--- src/rtl/sha1_pkg.sv ---
// Shared SHA-1 types and constants for the round driver, its digest FIFO and the round core.
package sha1_pkg;

  localparam int unsigned WORD_W          = 32;
  localparam int unsigned ROUNDS          = 80;
  localparam int unsigned WORDS_PER_BLOCK = 16;
  localparam int unsigned ROUND_W         = 7;

  typedef logic [WORD_W-1:0]  word_t;
  typedef logic [ROUND_W-1:0] round_t;

  // 160-bit digest, h0 in the most significant word
  typedef struct packed {
    word_t h0;
    word_t h1;
    word_t h2;
    word_t h3;
    word_t h4;
  } digest_t;

  typedef enum logic [2:0] {
    ST_FLUSH_CHK,
    ST_FLUSH_PULSE,
    ST_FLUSH_W1,
    ST_FLUSH_W2,
    ST_IDLE,
    ST_RUN
  } state_t;

  localparam word_t H0_INIT = 32'h6745_2301;
  localparam word_t H1_INIT = 32'hefcd_ab89;
  localparam word_t H2_INIT = 32'h98ba_dcfe;
  localparam word_t H3_INIT = 32'h1032_5476;
  localparam word_t H4_INIT = 32'hc3d2_e1f0;

  localparam word_t K0 = 32'h5a82_7999;
  localparam word_t K1 = 32'h6ed9_eba1;
  localparam word_t K2 = 32'h8f1b_bcdc;
  localparam word_t K3 = 32'hca62_c1d6;

  function automatic word_t rol30(input word_t x);
    return {x[1:0], x[31:2]};
  endfunction

endpackage

--- src/rtl/sha1_digest_fifo.sv ---
// Small valid/ready FIFO of finished digests; push has no back-pressure because
// the issuer only starts a block when a slot is guaranteed.
module sha1_digest_fifo
  import sha1_pkg::*;
#(
  parameter int unsigned DEPTH = 2
) (
  input  logic                         clk,
  input  logic                         rst,
  input  logic                         push,
  input  digest_t                      push_data,
  output digest_t                      pop_data,
  output logic                         pop_valid,
  input  logic                         pop_ready,
  output logic [$clog2(DEPTH+1)-1:0]   count
);

  localparam int unsigned CNT_W = $clog2(DEPTH + 1);
  localparam int unsigned PTR_W = (DEPTH > 1) ? $clog2(DEPTH) : 1;

  digest_t          mem [DEPTH];
  logic [PTR_W-1:0] wr_ptr;
  logic [PTR_W-1:0] rd_ptr;
  logic             pop;

  function automatic logic [PTR_W-1:0] bump(input logic [PTR_W-1:0] p);
    return (32'(p) == DEPTH - 1) ? '0 : p + PTR_W'(1);
  endfunction

  assign pop       = pop_valid && pop_ready;
  assign pop_valid = (count != '0);
  assign pop_data  = mem[rd_ptr];

  always_ff @(posedge clk) begin
    if (rst) begin
      wr_ptr <= '0;
      rd_ptr <= '0;
      count  <= '0;
    end else begin
      if (push) wr_ptr <= bump(wr_ptr);
      if (pop)  rd_ptr <= bump(rd_ptr);
      count <= count + CNT_W'(push) - CNT_W'(pop);
    end
  end

  // On a full FIFO a same-cycle push lands in the slot being popped
  always_ff @(posedge clk) begin
    if (push) mem[wr_ptr] <= push_data;
  end

endmodule

--- src/rtl/sha1_round_driver.sv ---
// Buffers 16-word blocks, steps the single-round SHA-1 core through 80 rounds
// and rebuilds the digest from the last five A values it returns.
module sha1_round_driver
  import sha1_pkg::*;
#(
  parameter int unsigned CORE_LATENCY = 6,
  parameter int unsigned DIGEST_DEPTH = 2
) (
  input  logic         clk,
  input  logic         rst,
  input  logic [31:0]  word_in,
  input  logic         word_valid,
  output logic         word_ready,
  output logic [31:0]  core_din,
  output logic         core_load,
  output logic         core_phase_advance,
  input  logic [31:0]  core_a,
  input  logic [1:0]   core_phase,
  output logic [159:0] digest,
  output logic         digest_valid,
  input  logic         digest_ready
);

  localparam int unsigned CNT_W = $clog2(WORDS_PER_BLOCK + 1);
  localparam int unsigned PTR_W = $clog2(WORDS_PER_BLOCK);
  localparam int unsigned OCC_W = $clog2(DIGEST_DEPTH + 1);

  state_t           state, state_n;
  round_t           rnd;
  word_t            buf_mem [WORDS_PER_BLOCK];
  logic [PTR_W-1:0] wr_ptr;
  logic [CNT_W-1:0] count;
  logic [OCC_W-1:0] inflight;
  logic [OCC_W-1:0] fifo_count;
  logic             tag_vld [CORE_LATENCY];
  round_t           tag_rnd [CORE_LATENCY];
  word_t            a75, a76, a77, a78;
  logic             word_acc, running, issue_free, start, push, flushing;
  logic             cap_vld;
  round_t           cap_rnd;
  digest_t          fin, fifo_data;
  logic             fifo_valid;

  assign running    = (state == ST_RUN);
  assign flushing   = (state == ST_FLUSH_CHK) || (state == ST_FLUSH_PULSE) ||
                      (state == ST_FLUSH_W1)  || (state == ST_FLUSH_W2);
  assign word_acc   = word_valid && word_ready;
  assign issue_free = running && (rnd < round_t'(WORDS_PER_BLOCK));
  assign start      = (count == CNT_W'(WORDS_PER_BLOCK)) &&
                      ((32'(inflight) + 32'(fifo_count)) < DIGEST_DEPTH) &&
                      ((state == ST_IDLE) || (running && rnd == round_t'(ROUNDS - 1)));

  always_ff @(posedge clk) begin
    if (rst) state <= ST_FLUSH_CHK;
    else     state <= state_n;
  end

  // Core phase has no reset: pulse phase_advance until it reads 3
  always_comb begin
    state_n = state;
    unique case (state)
      ST_FLUSH_CHK:   state_n = (core_phase == 2'd3) ? ST_IDLE : ST_FLUSH_PULSE;
      ST_FLUSH_PULSE: state_n = ST_FLUSH_W1;
      ST_FLUSH_W1:    state_n = ST_FLUSH_W2;
      ST_FLUSH_W2:    state_n = ST_FLUSH_CHK;
      ST_IDLE:        if (start) state_n = ST_RUN;
      ST_RUN:         if (rnd == round_t'(ROUNDS - 1)) state_n = start ? ST_RUN : ST_IDLE;
      default:        state_n = ST_FLUSH_CHK;
    endcase
  end

  always_comb begin
    word_ready         = 1'b0;
    core_load          = 1'b0;
    core_din           = '0;
    core_phase_advance = 1'b0;
    if (!rst) begin
      word_ready         = (count < CNT_W'(WORDS_PER_BLOCK)) && !flushing;
      core_load          = issue_free;
      core_din           = issue_free ? buf_mem[rnd[PTR_W-1:0]] : '0;
      core_phase_advance = (state == ST_FLUSH_PULSE) ||
                           (running && (rnd == 7'd0 || rnd == 7'd20 ||
                                        rnd == 7'd40 || rnd == 7'd60));
    end
  end

  // Slot r is released on its issue cycle, so the next block fills behind the reader
  always_ff @(posedge clk) begin
    if (rst) begin
      buf_mem <= '{default: '0};
      wr_ptr  <= '0;
      count   <= '0;
    end else begin
      if (word_acc) begin
        buf_mem[wr_ptr] <= word_in;
        wr_ptr          <= wr_ptr + PTR_W'(1);
      end
      count <= count + CNT_W'(word_acc) - CNT_W'(issue_free);
    end
  end

  always_ff @(posedge clk) begin
    if (rst) begin
      rnd      <= '0;
      inflight <= '0;
    end else begin
      if (start || (running && rnd == round_t'(ROUNDS - 1))) rnd <= '0;
      else if (running)                                       rnd <= rnd + round_t'(1);
      inflight <= inflight + OCC_W'(start) - OCC_W'(push);
    end
  end

  // Tag pipe lines up each issued round with its A value coming back from the core
  always_ff @(posedge clk) begin
    if (rst) begin
      tag_vld <= '{default: 1'b0};
      tag_rnd <= '{default: '0};
    end else begin
      tag_vld[0] <= running;
      tag_rnd[0] <= rnd;
      for (int i = 1; i < CORE_LATENCY; i++) begin
        tag_vld[i] <= tag_vld[i-1];
        tag_rnd[i] <= tag_rnd[i-1];
      end
    end
  end

  assign cap_vld = tag_vld[CORE_LATENCY-1];
  assign cap_rnd = tag_rnd[CORE_LATENCY-1];
  assign push    = cap_vld && (cap_rnd == round_t'(ROUNDS - 1));

  always_ff @(posedge clk) begin
    if (rst) begin
      a75 <= '0;
      a76 <= '0;
      a77 <= '0;
      a78 <= '0;
    end else if (cap_vld) begin
      if (cap_rnd == 7'd75) a75 <= core_a;
      if (cap_rnd == 7'd76) a76 <= core_a;
      if (cap_rnd == 7'd77) a77 <= core_a;
      if (cap_rnd == 7'd78) a78 <= core_a;
    end
  end

  // Final e,d,c are A values rotated by 30; a79 is taken straight off the core
  always_comb begin
    fin.h0 = H0_INIT + core_a;
    fin.h1 = H1_INIT + a78;
    fin.h2 = H2_INIT + rol30(a77);
    fin.h3 = H3_INIT + rol30(a76);
    fin.h4 = H4_INIT + rol30(a75);
  end

  sha1_digest_fifo #(
    .DEPTH (DIGEST_DEPTH)
  ) u_fifo (
    .clk       (clk),
    .rst       (rst),
    .push      (push),
    .push_data (fin),
    .pop_data  (fifo_data),
    .pop_valid (fifo_valid),
    .pop_ready (digest_ready),
    .count     (fifo_count)
  );

  assign digest_valid = !rst && fifo_valid;
  assign digest       = digest_valid ? 160'(fifo_data) : '0;

endmodule
--- config.mk ---
export PLATFORM = sky130hd
export DESIGN_NAME = sha1_round_driver
export DESIGN_NICKNAME = d
export VERILOG_FILES = /design/src/rtl/sha1_pkg.sv /design/src/rtl/sha1_digest_fifo.sv /design/src/rtl/sha1_round_driver.sv
export SDC_FILE = /design/constraint.sdc
export NUM_CORES = 2
export LEC_CHECK = 0
export ABC_AREA = 0
export ABC_CLOCK_PERIOD_IN_PS = 18900
export BUFFER_PORTS_ARGS = -buffer_cell sky130_fd_sc_hd__buf_2
export CELL_PAD_IN_SITES_DETAIL_PLACEMENT = 1
export CELL_PAD_IN_SITES_GLOBAL_PLACEMENT = 2
export CORE_MARGIN = 2
export CORE_UTILIZATION = 42
export CTS_CLUSTER_DIAMETER = 80
export DETAILED_ROUTE_END_ITERATION = 7
export PLACE_DENSITY_LB_ADDON = 0.1
export RECOVER_POWER = 100
export SLEW_MARGIN = 20
export SYNTH_ARGS = -nofsm -noshare
export SYNTH_HDL_FRONTEND = slang
export SYNTH_SLANG_ARGS = --single-unit
--- constraint.sdc ---
create_clock -name clk -period 18.9 [get_ports clk]
set_input_delay 4.725 -clock clk [delete_from_list [all_inputs] [get_ports clk]]
set_output_delay 4.725 -clock clk [all_outputs]
set_load 0.05 [all_outputs]
==> metrics.cfg <==
[sta]
rsz0062_at_grt=no
setup_violations=0
drv_slew=1302
finalSetupTns_ns=0
max_clock_freq_ghz=0.0730
hold_violations=0
worst_pin_slew_ns=9.39
fin_crit_sh_pct=72.5
relSlewSlack_pct=-526
fin_ws_ns=5.19
fin_crit_ns=13.71
clock-skew-final_ns=0.0169

[floorplan]
initial_utilization_pct=42.2
die_w_um=329
die_area_um2=108000
core_area_um2=105000
rows=119
die_y_um=329
boundaryPins=266

[logic_synthesis]
synth-main-ff-cell=dfxtp_1
synth_nets=4688
synth_area_leaders=dfxtp_1 (32%), edfxtp_1 (22%), nand2_1 (11%)
yosysWarnings=0
synth_cell_types=69
ys_ff_latch=1034
syn-mean-instance-area_um2=9.64
seq_area_frac_synth_pct=53.9
yosys.area.top_type_share_pct=32.3
synth_top_area_cell=dfxtp_1
syn-cell-area_um2=44300
async_flop_share_pct=0
synth_cells=4595
yosysMostFrequentCell=nand2_1
ys_top_cells_by_count=nand2_1 (1293), dfxtp_1 (714), a21oi_1 (646), clkbuf_1 (334), edfxtp_1 (320)
synth_edf_count=320

[power]
power_per_cell_area_nw_per_um2=99.4
power_uw=4960
peakVddDrop_mv=0.0629
p_leak_uw=0.0159

[worst_setup_path]
r2r_slack_ns=10.02
startpoint=rst
cp_max_fo=95
cp-end-kind=output pin
critical_path_class=in2out
cp-start-kind=primary input
rr_endpoint=u_fifo.mem[1][56]$_DFFE_PP_
critPathCapture=digest[20]
crit_required_ns=14.18
reg2reg_depth=5
worstPathArrival_ns=8.98
r2r_start=cap_rnd[6]$_SDFF_PP0_

[cts]
numCtsBuffers=112
cts_hold_buf=0
cts_sinks=1034
clkTransAtPathRegs_ns=0.06
clk_path_buf_depth=3
root_buffer=clkbuf_16
cts_setup_buffers=0
cts_tree=done
worstSkewPairLatency_ns=0.70
htreeDepth=3
cts_resized=0

[placed_design]
hpwl_mm=87.0
gp_congestion=0.781
port_buffers=265
post-place-ws_ns=6.83
dp_cells=5923

[drt]
wl_met3_mm=6.88
wl_per_cell_um=23.4
dr.first_iter.drc_count=2398
num_vias=33604
wl_met1_mm=62.2
top_layer_used=met5
dr_wl_met2_mm=71.1
first_pass_iters=5
antenna_left=0
finalWirelength_mm=144
viasPerCell=5.48
drc=0

[run_status]
status=finished, violations left
violations=max-capacitance violations, max-slew violations

[layout]
seq_area_um2=23900
fin_nets=4739
final_cells=6136
drive_above_1_share_pct=10.2
syn2layout_area_growth_pct=12.7
multiInputGateArea_um2=18800
fill_cells=11785
post-route-util_pct=47.6

[global_route]
grt_antenna_before_repair=13
grt.total_usage_pct=26.2
grt_pass1_vias=33562
grt_overflow_total=0
grt_max_degree=187
grt_pass1_wl_mm=215

[min_path]
hp-start=tag_rnd[19]$_SDFF_PP0_
hp-class=reg2reg

[run]
maxCapViolations=36

[layout make-up]
cell class | instances | share of cell area [%]
Sequential cell | 1034 | 47.9
Multi-Input combinational cell | 3125 | 37.7
Clock buffer | 148 | 6.27
Tap cell | 1391 | 3.48
Timing Repair Buffer | 326 | 2.92
Clock inverter | 64 | 1.38
Inverter | 47 | 0.353
Antenna cell | 1 | 0.00501
[per-layer routing]
layer	global-route usage (%)	vias to the layer above
met5	0	-
met4	7.16	8
met3	3.12	241
met2	45.3	781
met1	34.7	16835
li1	-	15739
[worst max-delay path, cell delays in order]
cell,delay (ns)
buf_8,0.48
o21bai_2,0.24
clkbuf_1,1.98
buf_4,0.93
nor2_1,0.12
clkbuf_1,0.33
[worst min-delay path by stage]
stage                                         to  slack [ns]  cells past startpoint
after floorplan            cap_rnd[0]$_SDFF_PP0_        0.41                      1
after global placement    tag_rnd[19]$_SDFF_PP0_        0.42                      1
after detailed placement   tag_rnd[9]$_SDFF_PP0_        0.42                      1
after CTS                  tag_rnd[9]$_SDFF_PP0_        0.44                      1
after global routing       tag_rnd[8]$_SDFF_PP0_        0.45                      1
final                     tag_rnd[12]$_SDFF_PP0_        0.43                      1
[flip-flops by register name, summed over array words and instances (netlist names), named ones only]
name           cells
a75               32
a76               32
a77               32
a78               32
buf_mem          512
cap_rnd            7
cap_vld            1
count              5
inflight           2
rnd                7
state              3
tag_rnd           35
tag_vld            5
u_fifo.count       2
u_fifo.mem       320
u_fifo.rd_ptr      1
u_fifo.wr_ptr      1
wr_ptr             4
[power breakdown]
part / internal (uW) / total (uW) / switching [uW]
sequential: 2280 / 2300 / 17.0
combinational: 95.4 / 391 / 295
clock: 1330 / 2270 / 939
[cells in the final DEF, fill, tap and decap left out, drive strengths merged, types with 42 or more instances in the layout]
cell type,instances
mux2i,193
edfxtp,320
nor2b,56
nor2,289
nand2,1293
inv,52
o21ai,42
buf,99
dfxtp,714
clkbuf,375
mux4,160
a21oi,646
xor2,63
xnor2,85
[kinds of logic after synthesis]
family / synth area share [%]
and+or+nand+nor: 16.8
adders and majority gates: 0.683
DFF: 53.9
xor gates and xnor gates: 2.92
muxes: 12.5
buffers and inverters: 3.83
AOI/OAI and AO/OA: 9.33
[stage by stage]
stage,hold slack (ns),cell area [um2]
final,0.431,49900
after global routing,0.449,49900
after detailed placement,0.424,46600
after global placement,0.416,46600
after floorplan,0.414,44300
after CTS,0.437,50400
Power figures use the tool's default switching activity.
